## src/rtl/ahb_mtx_pkg.sv

```systemverilog
// Shared encodings for the AHB bus matrix: transfer types, burst codes,
// the input-stage error-response states and the ctrl bus field layout.
package ahb_mtx_pkg;

    localparam logic [1:0] HTRANS_IDLE   = 2'b00;
    localparam logic [1:0] HTRANS_BUSY   = 2'b01;
    localparam logic [1:0] HTRANS_NONSEQ = 2'b10;
    localparam logic [1:0] HTRANS_SEQ    = 2'b11;

    localparam logic [2:0] HBURST_INCR = 3'b001;

    // ctrl bus: {HWRITE, HSIZE[2:0], HBURST[2:0], HPROT[3:0], HMASTLOCK, 2'b00}
    localparam int CTRL_W         = 14;
    localparam int CTRL_WRITE     = 13;
    localparam int CTRL_SIZE_LSB  = 10;
    localparam int CTRL_BURST_LSB = 7;
    localparam int CTRL_PROT_LSB  = 3;
    localparam int CTRL_LOCK      = 2;

    typedef enum logic [1:0] {
        ST_OK   = 2'd0,
        ST_ERR1 = 2'd1,
        ST_ERR2 = 2'd2
    } err_st_t;

endpackage

```

## src/rtl/ahb_mtx_in_hold_reg.sv

```systemverilog
// Holds an address phase that no output port could take yet and selects
// between the live master bus and the held copy for the output stages.
module ahb_mtx_in_hold_reg
    import ahb_mtx_pkg::*;
#(
    parameter int NUM_OUT = 4,
    parameter int ADDR_W  = 32
) (
    input  logic               clk,
    input  logic               rst,
    input  logic               trans_valid,
    input  logic               accepted,
    input  logic [ADDR_W-1:0]  live_addr,
    input  logic [1:0]         live_trans,
    input  logic [CTRL_W-1:0]  live_ctrl,
    input  logic [NUM_OUT-1:0] live_dec,
    output logic               pend,
    output logic [ADDR_W-1:0]  addr,
    output logic [1:0]         trans,
    output logic [CTRL_W-1:0]  ctrl,
    output logic [NUM_OUT-1:0] req
);

    logic [ADDR_W-1:0]  hold_addr;
    logic [1:0]         hold_trans;
    logic [CTRL_W-1:0]  hold_ctrl;
    logic [NUM_OUT-1:0] hold_dec;
    logic               capture;

    // A transfer accepted in its own address cycle never enters the hold.
    assign capture = !pend && trans_valid && (|live_dec) && !accepted;

    always_ff @(posedge clk or posedge rst) begin
        if (rst) begin
            pend       <= 1'b0;
            hold_addr  <= '0;
            hold_trans <= HTRANS_IDLE;
            hold_ctrl  <= '0;
            hold_dec   <= '0;
        end else if (capture) begin
            pend       <= 1'b1;
            hold_addr  <= live_addr;
            hold_trans <= live_trans;
            hold_ctrl  <= live_ctrl;
            hold_dec   <= live_dec;
        end else if (pend && accepted) begin
            pend <= 1'b0;
        end
    end

    // A replayed SEQ starts a fresh burst at the slave, so it goes out as NONSEQ/INCR.
    always_comb begin
        addr  = live_addr;
        trans = live_trans;
        ctrl  = live_ctrl;
        req   = trans_valid ? live_dec : '0;
        if (pend) begin
            addr  = hold_addr;
            trans = hold_trans;
            ctrl  = hold_ctrl;
            req   = hold_dec;
            if (hold_trans == HTRANS_SEQ) begin
                trans                         = HTRANS_NONSEQ;
                ctrl[CTRL_BURST_LSB +: 3]     = HBURST_INCR;
            end
        end
    end

endmodule

```

## src/rtl/ahb_mtx_in_stage.sv

```systemverilog
// Per-master input stage of the AHB bus matrix: requests output ports, replays
// stalled address phases, routes data-phase responses and answers unmapped accesses.
module ahb_mtx_in_stage
    import ahb_mtx_pkg::*;
#(
    parameter int NUM_OUT = 4,
    parameter int ADDR_W  = 32
) (
    input  logic               HCLK,
    input  logic               HRESET,
    input  logic               HSELS,
    input  logic [ADDR_W-1:0]  HADDRS,
    input  logic [1:0]         HTRANSS,
    input  logic               HWRITES,
    input  logic [2:0]         HSIZES,
    input  logic [2:0]         HBURSTS,
    input  logic [3:0]         HPROTS,
    input  logic               HMASTLOCKS,
    input  logic               HREADYS,
    output logic               HREADYOUTS,
    output logic               HRESPS,
    input  logic [NUM_OUT-1:0] dec_sel,
    output logic [NUM_OUT-1:0] req_out,
    input  logic [NUM_OUT-1:0] addr_accept,
    output logic [ADDR_W-1:0]  HADDRO,
    output logic [1:0]         HTRANSO,
    output logic [CTRL_W-1:0]  ctrl_o,
    input  logic [NUM_OUT-1:0] HREADYOUTM,
    input  logic [NUM_OUT-1:0] HRESPM
);

    logic               trans_valid;
    logic               unmapped;
    logic               accepted;
    logic               pend;
    logic               data_valid;
    logic               data_ready;
    logic               data_resp;
    logic [NUM_OUT-1:0] req;
    logic [NUM_OUT-1:0] data_sel;
    logic [1:0]         trans;
    logic [CTRL_W-1:0]  live_ctrl;
    err_st_t            err_st;
    err_st_t            err_nxt;

    assign trans_valid = HSELS & HREADYS & HTRANSS[1];
    assign unmapped    = trans_valid & ~(|dec_sel);
    assign live_ctrl   = {HWRITES, HSIZES, HBURSTS, HPROTS, HMASTLOCKS, 2'b00};

    ahb_mtx_in_hold_reg #(
        .NUM_OUT (NUM_OUT),
        .ADDR_W  (ADDR_W)
    ) u_hold (
        .clk         (HCLK),
        .rst         (HRESET),
        .trans_valid (trans_valid),
        .accepted    (accepted),
        .live_addr   (HADDRS),
        .live_trans  (HTRANSS),
        .live_ctrl   (live_ctrl),
        .live_dec    (dec_sel),
        .pend        (pend),
        .addr        (HADDRO),
        .trans       (trans),
        .ctrl        (ctrl_o),
        .req         (req)
    );

    // Reset silences the request and transfer lines combinationally, not just at the next edge.
    assign req_out  = HRESET ? '0 : req;
    assign HTRANSO  = HRESET ? HTRANS_IDLE : trans;
    assign accepted = |(addr_accept & req_out);

    assign data_ready = |(HREADYOUTM & data_sel);
    assign data_resp  = |(HRESPM & data_sel);

    always_ff @(posedge HCLK or posedge HRESET) begin
        if (HRESET) begin
            data_valid <= 1'b0;
            data_sel   <= '0;
        end else if (accepted) begin
            data_valid <= 1'b1;
            data_sel   <= addr_accept & req_out;
        end else if (data_ready) begin
            data_valid <= 1'b0;
        end
    end

    always_ff @(posedge HCLK or posedge HRESET) begin
        if (HRESET) begin
            err_st <= ST_OK;
        end else begin
            err_st <= err_nxt;
        end
    end

    always_comb begin
        err_nxt = err_st;
        case (err_st)
            ST_OK:   err_nxt = unmapped ? ST_ERR1 : ST_OK;
            ST_ERR1: err_nxt = ST_ERR2;
            ST_ERR2: err_nxt = unmapped ? ST_ERR1 : ST_OK;
            default: err_nxt = ST_OK;
        endcase
    end

    always_comb begin
        HREADYOUTS = 1'b1;
        HRESPS     = 1'b0;
        if (pend) begin
            HREADYOUTS = 1'b0;
        end else if (err_st == ST_ERR1) begin
            HREADYOUTS = 1'b0;
        end else if (err_st == ST_ERR2) begin
            HREADYOUTS = 1'b1;
        end else if (data_valid) begin
            HREADYOUTS = data_ready;
        end
        if (err_st != ST_OK) begin
            HRESPS = 1'b1;
        end else if (data_valid) begin
            HRESPS = data_resp;
        end
    end

endmodule
```

## config.mk

```make
export PLATFORM = sky130hd
export DESIGN_NAME = ahb_mtx_in_stage
export DESIGN_NICKNAME = d
export VERILOG_FILES = /design/src/rtl/ahb_mtx_pkg.sv /design/src/rtl/ahb_mtx_in_hold_reg.sv /design/src/rtl/ahb_mtx_in_stage.sv
export SDC_FILE = /design/constraint.sdc
export NUM_CORES = 1
export LEC_CHECK = 0
export ABC_AREA = 1
export CAP_MARGIN = 20
export CORE_ASPECT_RATIO = 1.2
export CORE_MARGIN = 4
export CORE_UTILIZATION = 40
export DETAILED_ROUTE_END_ITERATION = 12
export PLACE_DENSITY = 0.76
export SLEW_MARGIN = 25
export SYNTH_ARGS = -nofsm -noshare
export SYNTH_HDL_FRONTEND = slang
export SYNTH_HIERARCHICAL = 1
export SYNTH_SLANG_ARGS = --single-unit
```

## constraint.sdc

```tcl
create_clock -name HCLK -period 2 [get_ports HCLK]
set_input_delay 0.2 -clock HCLK [delete_from_list [all_inputs] [get_ports HCLK]]
set_output_delay 0.2 -clock HCLK [all_outputs]
set_load 0.1 [all_outputs]
```

* Yosys cells after proc, flatten, opt, wreduce, memory -nomap -nowiden *
Index checks and enable logic that the tools add are counted.

cells by class
  mux-type cells = 21
  add/subtract/negate cells = 0
  multipliers = 0
  magnitude comparators = 0
  div/mod/pow operators = 0
  bitwise operators = 7
  equality and inequality tests = 3
  reductions and logical operators = 15
  shift operators = 0

operators with widths
  kind                number
  $mux 32             1
  $reduce_or 4->1     4
  $mux 14             1
  $and 4x4->4         3
  $mux 4              3
  $mux 1              11
  $mux 2              3
  $reduce_bool 2->1   3
  $eq 2x2->1 const B  2
  $logic_and 1x1->1   4
  $pmux 2 s2          1
  $and 1x1->1         3
  $mux 3              1
  $eq 2x1->1 const B  1
  $logic_not 1->1     2
  $logic_not 2->1     1
  $reduce_or 2->1     1
  $not 1->1           1

word-level totals
  bits of input ports = 66
  latch bits = 0
  register bits = 58
  memories kept = 0
  output and inout port bits = 54
  word-level logic and storage cells = 54
  bits in read-only memories = 0
  bits in writable memories = 0

* Longest topological paths before layout *
Gate-level depths: netlist of the first run.

  depth in word-level cells = 10
  gate-level depth with buffers = 14
  mapped depth without buffers = 12

* Modules after synthesis *
Netlist of the first run, hierarchy kept.

modules (own cells, without submodules)
  module               times used  sequential area each (um2)  area an instance (um2)  cells an instance
  ahb_mtx_in_hold_reg  1           1326.3                      2782.7                  401
  ahb_mtx_in_stage     1           175.2                       426.7                   69

* Worst setup path before layout of the first run *
No wires, ideal clock.

  path type = reg-to-output
  from = reg u_hold.pend
  to = out req_out[0]
  buffers on the path = 2
  arrival time = 2.333 ns
  cell stages (with the launch flop) = 8
  setup slack = -0.533 ns
  data required time = 1.800 ns
  cell sequence = dfrtp_1 buf_2 clkinv_2 clkbuf_1 nand3_1 nand2_1 inv_1 nor2_1

between the ends
  cells in the longest elaborated chain, start to end = 2

ends and longest elaborated chain
  what                    RTL line                   source
  start, declared         ahb_mtx_in_hold_reg.sv:17  output logic pend,
  start signal, assigned  ahb_mtx_in_hold_reg.sv:35  pend <= 1'b0;
  start signal, assigned  ahb_mtx_in_hold_reg.sv:41  pend <= 1'b1;
  start signal, assigned  ahb_mtx_in_hold_reg.sv:47  pend <= 1'b0;
  $mux 4                  ahb_mtx_in_hold_reg.sv:57  if (pend) begin
  via req[0]              ahb_mtx_in_stage.sv:39     logic [NUM_OUT-1:0] req;
  $mux 4                  ahb_mtx_in_stage.sv:70     assign req_out = HRESET ? '0 : req;
  end, declared           ahb_mtx_in_stage.sv:23     output logic [NUM_OUT-1:0] req_out,

The timed path passes the listed nets, and every way through them passes these cells.

* Worst setup path after layout of the first run *
  from = reg u_hold.pend
  to = out HTRANSO[0]

between the ends
  cells in the longest elaborated chain, start to end = 2

ends and longest elaborated chain
  what           RTL line                   source
  $mux 2         ahb_mtx_in_hold_reg.sv:57
  via trans[0]   ahb_mtx_in_stage.sv:41     logic [1:0] trans;
  $mux 2         ahb_mtx_in_stage.sv:71     assign HTRANSO = HRESET ? HTRANS_IDLE : trans;
  end, declared  ahb_mtx_in_stage.sv:26     output logic [1:0] HTRANSO,

The timed path passes the listed nets, and every way through them passes these cells.

==> results of run 1 <==
layout make-up:
type,count,area share [%]
repair buffers,148,37.0
multi-input cells,372,28.9
flip-flops and latches,60,28.0
clock buffers,11,2.64
well taps,92,2.15
inverters,15,1.07
clock inverters,3,0.280
per-layer routing:
layer,part of all wire (%),routed length (microns)
met3,6.1,558
met4,2.1,195
met2,51,4690
met1,41,3770
met5,0,0
state kept, by name, summed over array words and instances, names as in the netlist:
name	flops
data_sel	4
data_valid	1
err_st	2
u_hold/hold_addr	32
u_hold/hold_ctrl	14
u_hold/hold_dec	4
u_hold/hold_trans	2
u_hold/pend	1
cells in the mapped netlist, types with 2 or more instances:
cell type,instances
nand2_1,279
buf_2,2
nor2_1,19
nand3_1,62
buf_6,5
clkbuf_1,14
inv_1,13
dfrtp_1,60
nor2_4,2
buf_4,5
worst register-to-register path: cells and delay by family (launching register included):
family,cells,cell delay (ns)
and+or+nand+nor,9,0.88
DFF,1,0.42
buffers and inverters,3,0.40
repair_timing:
item,CTS,global route
gates resized for setup,0,3
buffers inserted,0,2
setup endpoints to repair,0,30
cells in the final DEF, fill, tap and decap left out, drive strengths merged:
cell type and instances:
nand4 1, clkinv 4, nand2 281, clkdlybuf4s50 65, a21oi 1, clkbuf 11
inv 14, conb 4, nor3 1, dfrtp 60, o21ai 1, nor2 21
buf 83, nand3 62
metrics by stage:
| step | area, sq um | setup TNS (ns) |
|---|---|---|
| floorplan | 3260 | -0.0582 |
| global placement | 5180 | -3.15 |
| detailed placement | 5180 | -6.88 |
| CTS | 5340 | 0 |
| global route | 5360 | 0 |
| finish | 5360 | 0 |
final timing paths:
kind / from / endpoint / slack (ns) / cells past startpoint
min: HRESET / data_sel[0]$_DFFE_PP0P_ / 0.24 / 3
max: u_hold/pend$_DFFE_PP0P_ / HTRANSO[0] / 0.14 / 8
max in group asynchronous: HRESET / u_hold/pend$_DFFE_PP0P_ / 1.22 / 4
max reg2reg: u_hold/pend$_DFFE_PP0P_ / u_hold/hold_addr[9]$_DFFE_PP0P_ / 0.18 / 12
min in group HCLK: HADDRS[20] / u_hold/hold_addr[20]$_DFFE_PP0P_ / 0.45 / 3
min reg2reg: err_st[0]$_DFF_PP0_ / err_st[0]$_DFF_PP0_ / 0.46 / 1
cells by family (layout without fill, tap and decap cells):
family | count (synthesis) | after routing | synth area share [%]
buffers and inverters | 41 | 177 | 6.67
AOI/OAI and AO/OA | 2 | 2 | 0.312
other | 1 | 4 | 0.117
DFF | 60 | 60 | 46.8
and+or+nand+nor | 366 | 366 | 46.1
==> impl_metrics.yaml, run 1 <==
sta:
  hold_slack_ns: 0.240
  finalCriticalPeriod_ns: 1.86
  hold_viol: 0
  finalSetupViolations: 0
  fin_ws_ns: 0.139
  fin_skew_ns: 0.00867
  fmax_mhz: 537
  fin_crit_sh_pct: 93.0
  drv_slew: 0
  rsz0062_at_grt: "no"
placement:
  dpl.hpwl_microns: 6850
  dp.cells: 685
  port_buffers: 119
  dp_slack_ns: -0.190
  place_congestion: 0.831
clock_network:
  cts_buffers: 9
  cts_tree: "yes"
  insertion_delay_ns: 0.33
  htreeDepth: 3
  clock_path_buffers: 2
  clkTransAtPathRegs_ns: 0.07
  clkSinkCount: 60
  cts_root_buffer: "clkbuf_8"
  postCtsHoldBufs: 0
global_routing:
  top_usage_layer: "met2"
  grt_antenna_before_repair: 0
  grt_max_degree: 29
  gr-usage-met1_pct: 23.5
  grt_pass1_vias: 3354
  use_met2_pct: 34.2
  grt_overflow_total: 0
  grt_usage_pct: 19.8
  grt_use_met3_pct: 4.81
  grt_pass1_wl_microns: 15600
route:
  post-route-drc-count: 0
  ant_nets: 0
  routed_via_density: 4.82
  num_vias: 3378
  wl_per_cell_microns: 13.1
  routed_wl_microns: 9210
  drtPass1Iterations: 4
  drt_iter0_markers: 218
final_layout:
  regArea_sq_um: 1500
  fin_cells: 701
  final_util_pct: 69.2
  syn2layout_area_growth_pct: 67.1
  diodes: 0
  final_nets: 672
  multiInputGateArea_sq_um: 1550
  fill_cells: 607
  drive_above_1_share_pct: 18.6
critical_path:
  start_kind: "flop"
  path_max_fanout: 27
  end_kind: "output pin"
  crit_type: "flop to output pin"
  cp_cell_sequence: "clkinv_2 > buf_6 > nor2_2 > nand2_1 > nand2_1 > inv_1 > nor2_4 > buf_12"
  crit_family: "buffers and inverters"
  crit_required_ns: 1.80
  cpMostUsedCell: "nand2_1"
  max_stage_delay_ns: 0.42
  critPathArrivalTime_ns: 1.66
  critPathBufInv: 4
  cpMaxStageDelayCell: "dfrtp_2"
floorplan:
  die_w_microns: 89.8
  fp-row-count: 35
  die_area_sq_um: 9530
  io_pins: 120
  core_area_sq_um: 7750
  start_util_pct: 41.4
  dieHeight_microns: 106
yosys:
  synth_edf_count: 0
  synthTopCellsByArea: "dfrtp_1 47%, nand2_1 33%, nand3_1 9.7%"
  synth-seq-area-share_pct: 46.8
  yosysUniqueCellTypes: 19
  synth-seq-cells: 60
  yosysWarnings: 6
  synth_top_cell_by_area: "dfrtp_1"
  async_flop_share_pct: 100
  mappedNetlistArea_sq_um: 3210
  ys.flop_type: "dfrtp_1"
  synth_cells: 470
  post_synth.cell_area_avg_sq_um: 6.83
  yosysTopAreaCellShare_pct: 46.8
outcome:
  status: "complete, no violations"
run:
  maxCapViolations: 0
hold_path:
  hold_class: "input pin to asynchronous set/reset pin"
Power of run 1 is not shown: default switching activity piles up to over one toggle a cycle in this logic, so the estimate is an artifact.
==> run 2, diff against run 1 <==
--- a/config.mk
+++ b/config.mk
@@ -12,6 +12,7 @@
 export CORE_UTILIZATION = 40
 export DETAILED_ROUTE_END_ITERATION = 12
 export PLACE_DENSITY = 0.76
+export REMOVE_ABC_BUFFERS = 1
 export SLEW_MARGIN = 25
 export SYNTH_ARGS = -nofsm -noshare
 export SYNTH_HDL_FRONTEND = slang
==> run 2 against run 1 <==
Against the previous run: global-route usage is 0.79 points lower; clock-buffer cell count rose by 3; non-clock buffer count down 1; final cell count grew 0.14%; cell area fell by 0.16%; via count up 1.9%; critical endpoint unchanged; highest routed layer unchanged.
==> impl_metrics.yaml, run 2 (synthesis results as in run 1) <==
critical_path:
  max_stage_delay_ns: 0.43
  regToRegStartpoint: "u_hold/pend$_DFFE_PP0P_"
  crit_family: "buffers and inverters"
  crit_type: "flop to output pin"
  cp_cell_sequence: "clkinv_2 > buf_4 > nor2_2 > nand2_1 > nand2_1 > inv_1 > nor2_2 > buf_12"
  r2r-end: "u_hold/hold_dec[1]$_DFFE_PP0P_"
  crit_cells: 8
  crit_required_ns: 1.80
  end_kind: "output pin"
  reg2reg_slack_ns: 0.15
  critPathBufInv: 4
  path_max_fanout: 14
  startpoint: "u_hold/pend$_DFFE_PP0P_"
  critPathArrivalTime_ns: 1.66
  endpoint: "HTRANSO[0]"
  cpMaxStageDelayCell: "dfrtp_2"
  r2r_cells: 12
  start_kind: "flop"
clock_network:
  cts_root_buffer: "clkbuf_8"
  htreeDepth: 3
  postCtsHoldBufs: 0
  cts_tree: "yes"
  insertion_delay_ns: 0.32
  clkTransAtPathRegs_ns: 0.06
  cts_buffers: 9
  clock_path_buffers: 2
  clkSinkCount: 60
placement:
  port_buffers: 119
  dpl.hpwl_microns: 6730
  place_congestion: 0.873
global_routing:
  grt_overflow_total: 0
  grt_usage_pct: 19.0
  grt_max_degree: 54
  grt_antenna_before_repair: 0
  grt_pass1_vias: 3349
  grt_pass1_wl_microns: 15100
hold_path:
  hold_class: "input pin to asynchronous set/reset pin"
final_layout:
  top_register: "u_hold/hold_addr"
  final_nets: 671
  final_cell_mix: "278 x nand2_1, 65 x clkdlybuf4s50_1, 62 x nand3_1"
  drive_above_1_share_pct: 17.2
  diodes: 0
  syn2layout_area_growth_pct: 66.8
  final_common_cell: "nand2_1"
  largest_register_ffs: 32
  reg_top3: "u_hold/hold_addr x32, u_hold/hold_ctrl x14"
floorplan:
  fp-row-count: 35
  die_area_sq_um: 9530
  io_pins: 120
  core_area_sq_um: 7750
  start_util_pct: 41.4
  die_w_microns: 89.8
  dieHeight_microns: 106
sta:
  fmax_mhz: 538
  rsz0062_at_grt: "yes"
  drv_slew: 0
  fin_skew_ns: 0.00748
  finalSetupViolations: 0
  fin_crit_sh_pct: 92.9
  hold_viol: 0
  finalCriticalPeriod_ns: 1.86
  fin_tns_setup_ns: 0
run:
  maxCapViolations: 0
route:
  routed_via_density: 4.90
  drt_iter0_markers: 166
  num_vias: 3441
  post-route-drc-count: 0
  routed_wl_microns: 9040
  wl_per_cell_microns: 12.9
  ant_nets: 0
  drtPass1Iterations: 4
outcome:
  status: "complete, no violations"
[run 2: cell count changes in the layout (fill, tap and decap cells not counted)]
cell      previous run  this run
clkinv_2             4         3
buf_12              56        58
a21oi_2              1         0
clkbuf_1             1         4
nor2_2               3         2
nor2_4               6         2
buf_4               25        21
nor2_1              12        17
a21oi_1              0         1
buf_6                2         3
[run 2: per-layer routing]
metal	share of wire, %	up-vias	GRT usage, %
met3	6.8	7	5.59
met4	0.66	0	5.04
met5	0	-	0
met2	50	104	32.5
li1	-	1713	-
met1	43	1617	23.6
[run 2: area by class of cell]
| type | instances | area (sq um) |
|---|---|---|
| fill | 596 | 2400 |
| timing repair buffer | 147 | 2000 |
| multi-input combinational | 372 | 1510 |
| sequential | 60 | 1500 |
| clock buffer | 14 | 153 |
| tap | 92 | 115 |
| inverter | 15 | 57.6 |
| clock inverter | 2 | 10.0 |
[run 2: worst min path at each step]
stage / start / to / slack [ns] / cells after the start
after floorplan: HRESET / data_sel[0]$_DFFE_PP0P_ / -0.02 / 1
after global placement: err_st[0]$_DFF_PP0_ / err_st[0]$_DFF_PP0_ / 0.45 / 1
after detailed placement: HRESET / err_st[1]$_DFF_PP0_ / 0.45 / 2
after CTS: HRESET / data_sel[1]$_DFFE_PP0P_ / 0.11 / 2
after global routing: HRESET / data_sel[1]$_DFFE_PP0P_ / 0.12 / 2
final: HRESET / data_sel[1]$_DFFE_PP0P_ / 0.11 / 2
[run 2: stage by stage]
stage | cell area [sq um] | setup WS, ns | utilization, % | hold slack, ns | std cells
5_1_grt | 5350 | -0.0250 | 69.1 | 0.117 | 702
2_1_floorplan | 3060 | -1.89 | - | -0.0176 | 447
3_3_place_gp | 5170 | -0.00682 | 66.7 | 0.447 | 685
4_1_cts | 5330 | 0.0311 | 68.8 | 0.106 | 701
3_5_place_dp | 5170 | -0.0841 | 66.7 | 0.451 | 685
6_report | 5350 | 0.141 | 69.1 | 0.114 | 702
[run 2: repair_timing]
item	4_1_cts	5_1_grt
resized for setup	0	5
endpoints found under the setup margin	0	34
hold endpoints to repair	0	0
buffers inserted	0	1
Power of run 2 is left out for the same reason.
==> run 3, diff against run 2 <==
--- a/config.mk
+++ b/config.mk
@@ -8,7 +8,6 @@
 export ABC_AREA = 1
 export CAP_MARGIN = 20
 export CORE_ASPECT_RATIO = 1.2
-export CORE_MARGIN = 4
 export CORE_UTILIZATION = 40
 export DETAILED_ROUTE_END_ITERATION = 12
 export PLACE_DENSITY = 0.76
==> run 3 against run 2 <==
Against the previous run: first-iteration DRC count down 4.2%; via count down 0.76%; sequential cell count unchanged; clock-buffer cell count down 2; sequential share of layout area down 0.38 points; core utilization up 1.4 points; fmax down 0.31%; register-to-register slack about the same; wire length up 1.1%; non-clock buffer count unchanged.
==> impl_metrics.yaml, run 3 (synthesis results as in run 1) <==
outcome:
  status: "complete, no violations"
floorplan:
  die_area_sq_um: 8390
  start_util_pct: 41.6
  core_area_sq_um: 7710
  dieHeight_microns: 100
  fp-row-count: 35
  die_w_microns: 83.8
  io_pins: 120
final_layout:
  diodes: 0
  final_nets: 671
  fin_cells: 702
  fill_cells: 604
  regArea_sq_um: 1500
  syn2layout_area_growth_pct: 69.1
  final_util_pct: 70.4
  final_common_cell: "nand2_1"
  multiInputGateArea_sq_um: 1520
  largest_register_ffs: 32
  reg_top3: "u_hold/hold_addr x32, u_hold/hold_ctrl x14"
  final_cell_mix: "278 x nand2_1, 65 x clkdlybuf4s50_1, 61 x nand3_1"
  top_register: "u_hold/hold_addr"
  drive_above_1_share_pct: 17.7
sta:
  hold_slack_ns: 0.109
  fin_ws_ns: 0.135
  fin_crit_sh_pct: 93.2
  hold_viol: 0
  finalSetupViolations: 0
  rsz0062_at_grt: "no"
  finalCriticalPeriod_ns: 1.86
  fmax_mhz: 536
  fin_skew_ns: 0.00940
  drv_slew: 0
global_routing:
  grt_overflow_total: 0
  grt_pass1_wl_microns: 15500
  grt_pass1_vias: 3354
  grt_antenna_before_repair: 0
  grt_usage_pct: 23.1
  grt_max_degree: 54
route:
  post-route-drc-count: 0
  num_vias: 3415
  drt_iter0_markers: 159
  drtPass1Iterations: 4
  ant_nets: 0
  routed_wl_microns: 9140
  routed_via_density: 4.86
  wl_per_cell_microns: 13.0
critical_path:
  critPathArrivalTime_ns: 1.66
  crit_family: "buffers and inverters"
  max_stage_delay_ns: 0.48
  path_max_fanout: 5
  start_kind: "input pin"
  cpMaxStageDelayCell: "clkdlybuf4s50_1"
  critPathBufInv: 5
  end_kind: "output pin"
  cp_cell_sequence: "clkdlybuf4s50_1 > nand3_1 > inv_1 > nand3_1 > nand2_1 > buf_4 > inv_1 > nor2_1 > buf_12"
  crit_required_ns: 1.80
  crit_type: "input pin to output pin"
placement:
  dpl.hpwl_microns: 6720
  port_buffers: 119
  place_congestion: 0.860
  dp_slack_ns: -0.136
  dp.cells: 685
clock_network:
  clkTransAtPathRegs_ns: 0.06
  cts_tree: "yes"
  clkSinkCount: 60
  cts_root_buffer: "clkbuf_8"
  insertion_delay_ns: 0.33
  cts_buffers: 9
  htreeDepth: 3
  clock_path_buffers: 2
hold_path:
  hold_class: "input pin to asynchronous set/reset pin"
run:
  maxCapViolations: 0
## run 3: metal layers
layer	up-vias	track usage [%]	routed length, microns
met5	-	0	0
met4	0	9.39	166
met3	17	5.26	466
met2	107	39.5	4680
met1	1575	28.4	3830
li1	1716	-	-
## run 3: through the flow
step	TNS (ns)	cell area, sq um
floorplan	-144.54	3060
global placement	0	5150
detailed placement	-6.00	5150
CTS	0	5410
global route	0	5430
finish	0	5430
## run 3: worst paths after layout
kind,cells after the start,startpoint,end,slack (ns)
setup / recovery,9,HTRANSS[1],req_out[2],0.14
hold / removal,2,HRESET,data_sel[3]$_DFFE_PP0P_,0.11
setup reg to reg,12,u_hold/pend$_DFFE_PP0P_,u_hold/hold_ctrl[4]$_DFFE_PP0P_,0.15
hold reg to reg,1,err_st[0]$_DFF_PP0_,err_st[0]$_DFF_PP0_,0.47
max in group asynchronous,4,HRESET,u_hold/pend$_DFFE_PP0P_,1.29
min in group HCLK,3,HADDRS[19],u_hold/hold_addr[19]$_DFFE_PP0P_,0.45
## run 3: layout make-up
class | count | share of cell area, %
inverter | 15 | 1.06
multi-input combinational | 372 | 27.9
clock inverter | 4 | 1.75
clock buffer | 12 | 2.86
timing repair buffer | 147 | 36.6
sequential | 60 | 27.7
tap | 92 | 2.12
## run 3: repair_timing
item                                    4_1_cts  5_1_grt
buffers inserted                              1        0
hold buffers                                  0        0
pin swaps                                     0        1
cloned                                        0        0
endpoints found under the setup margin        2       51
gates resized for setup                       0        4
Power of run 3 is left out for the same reason.
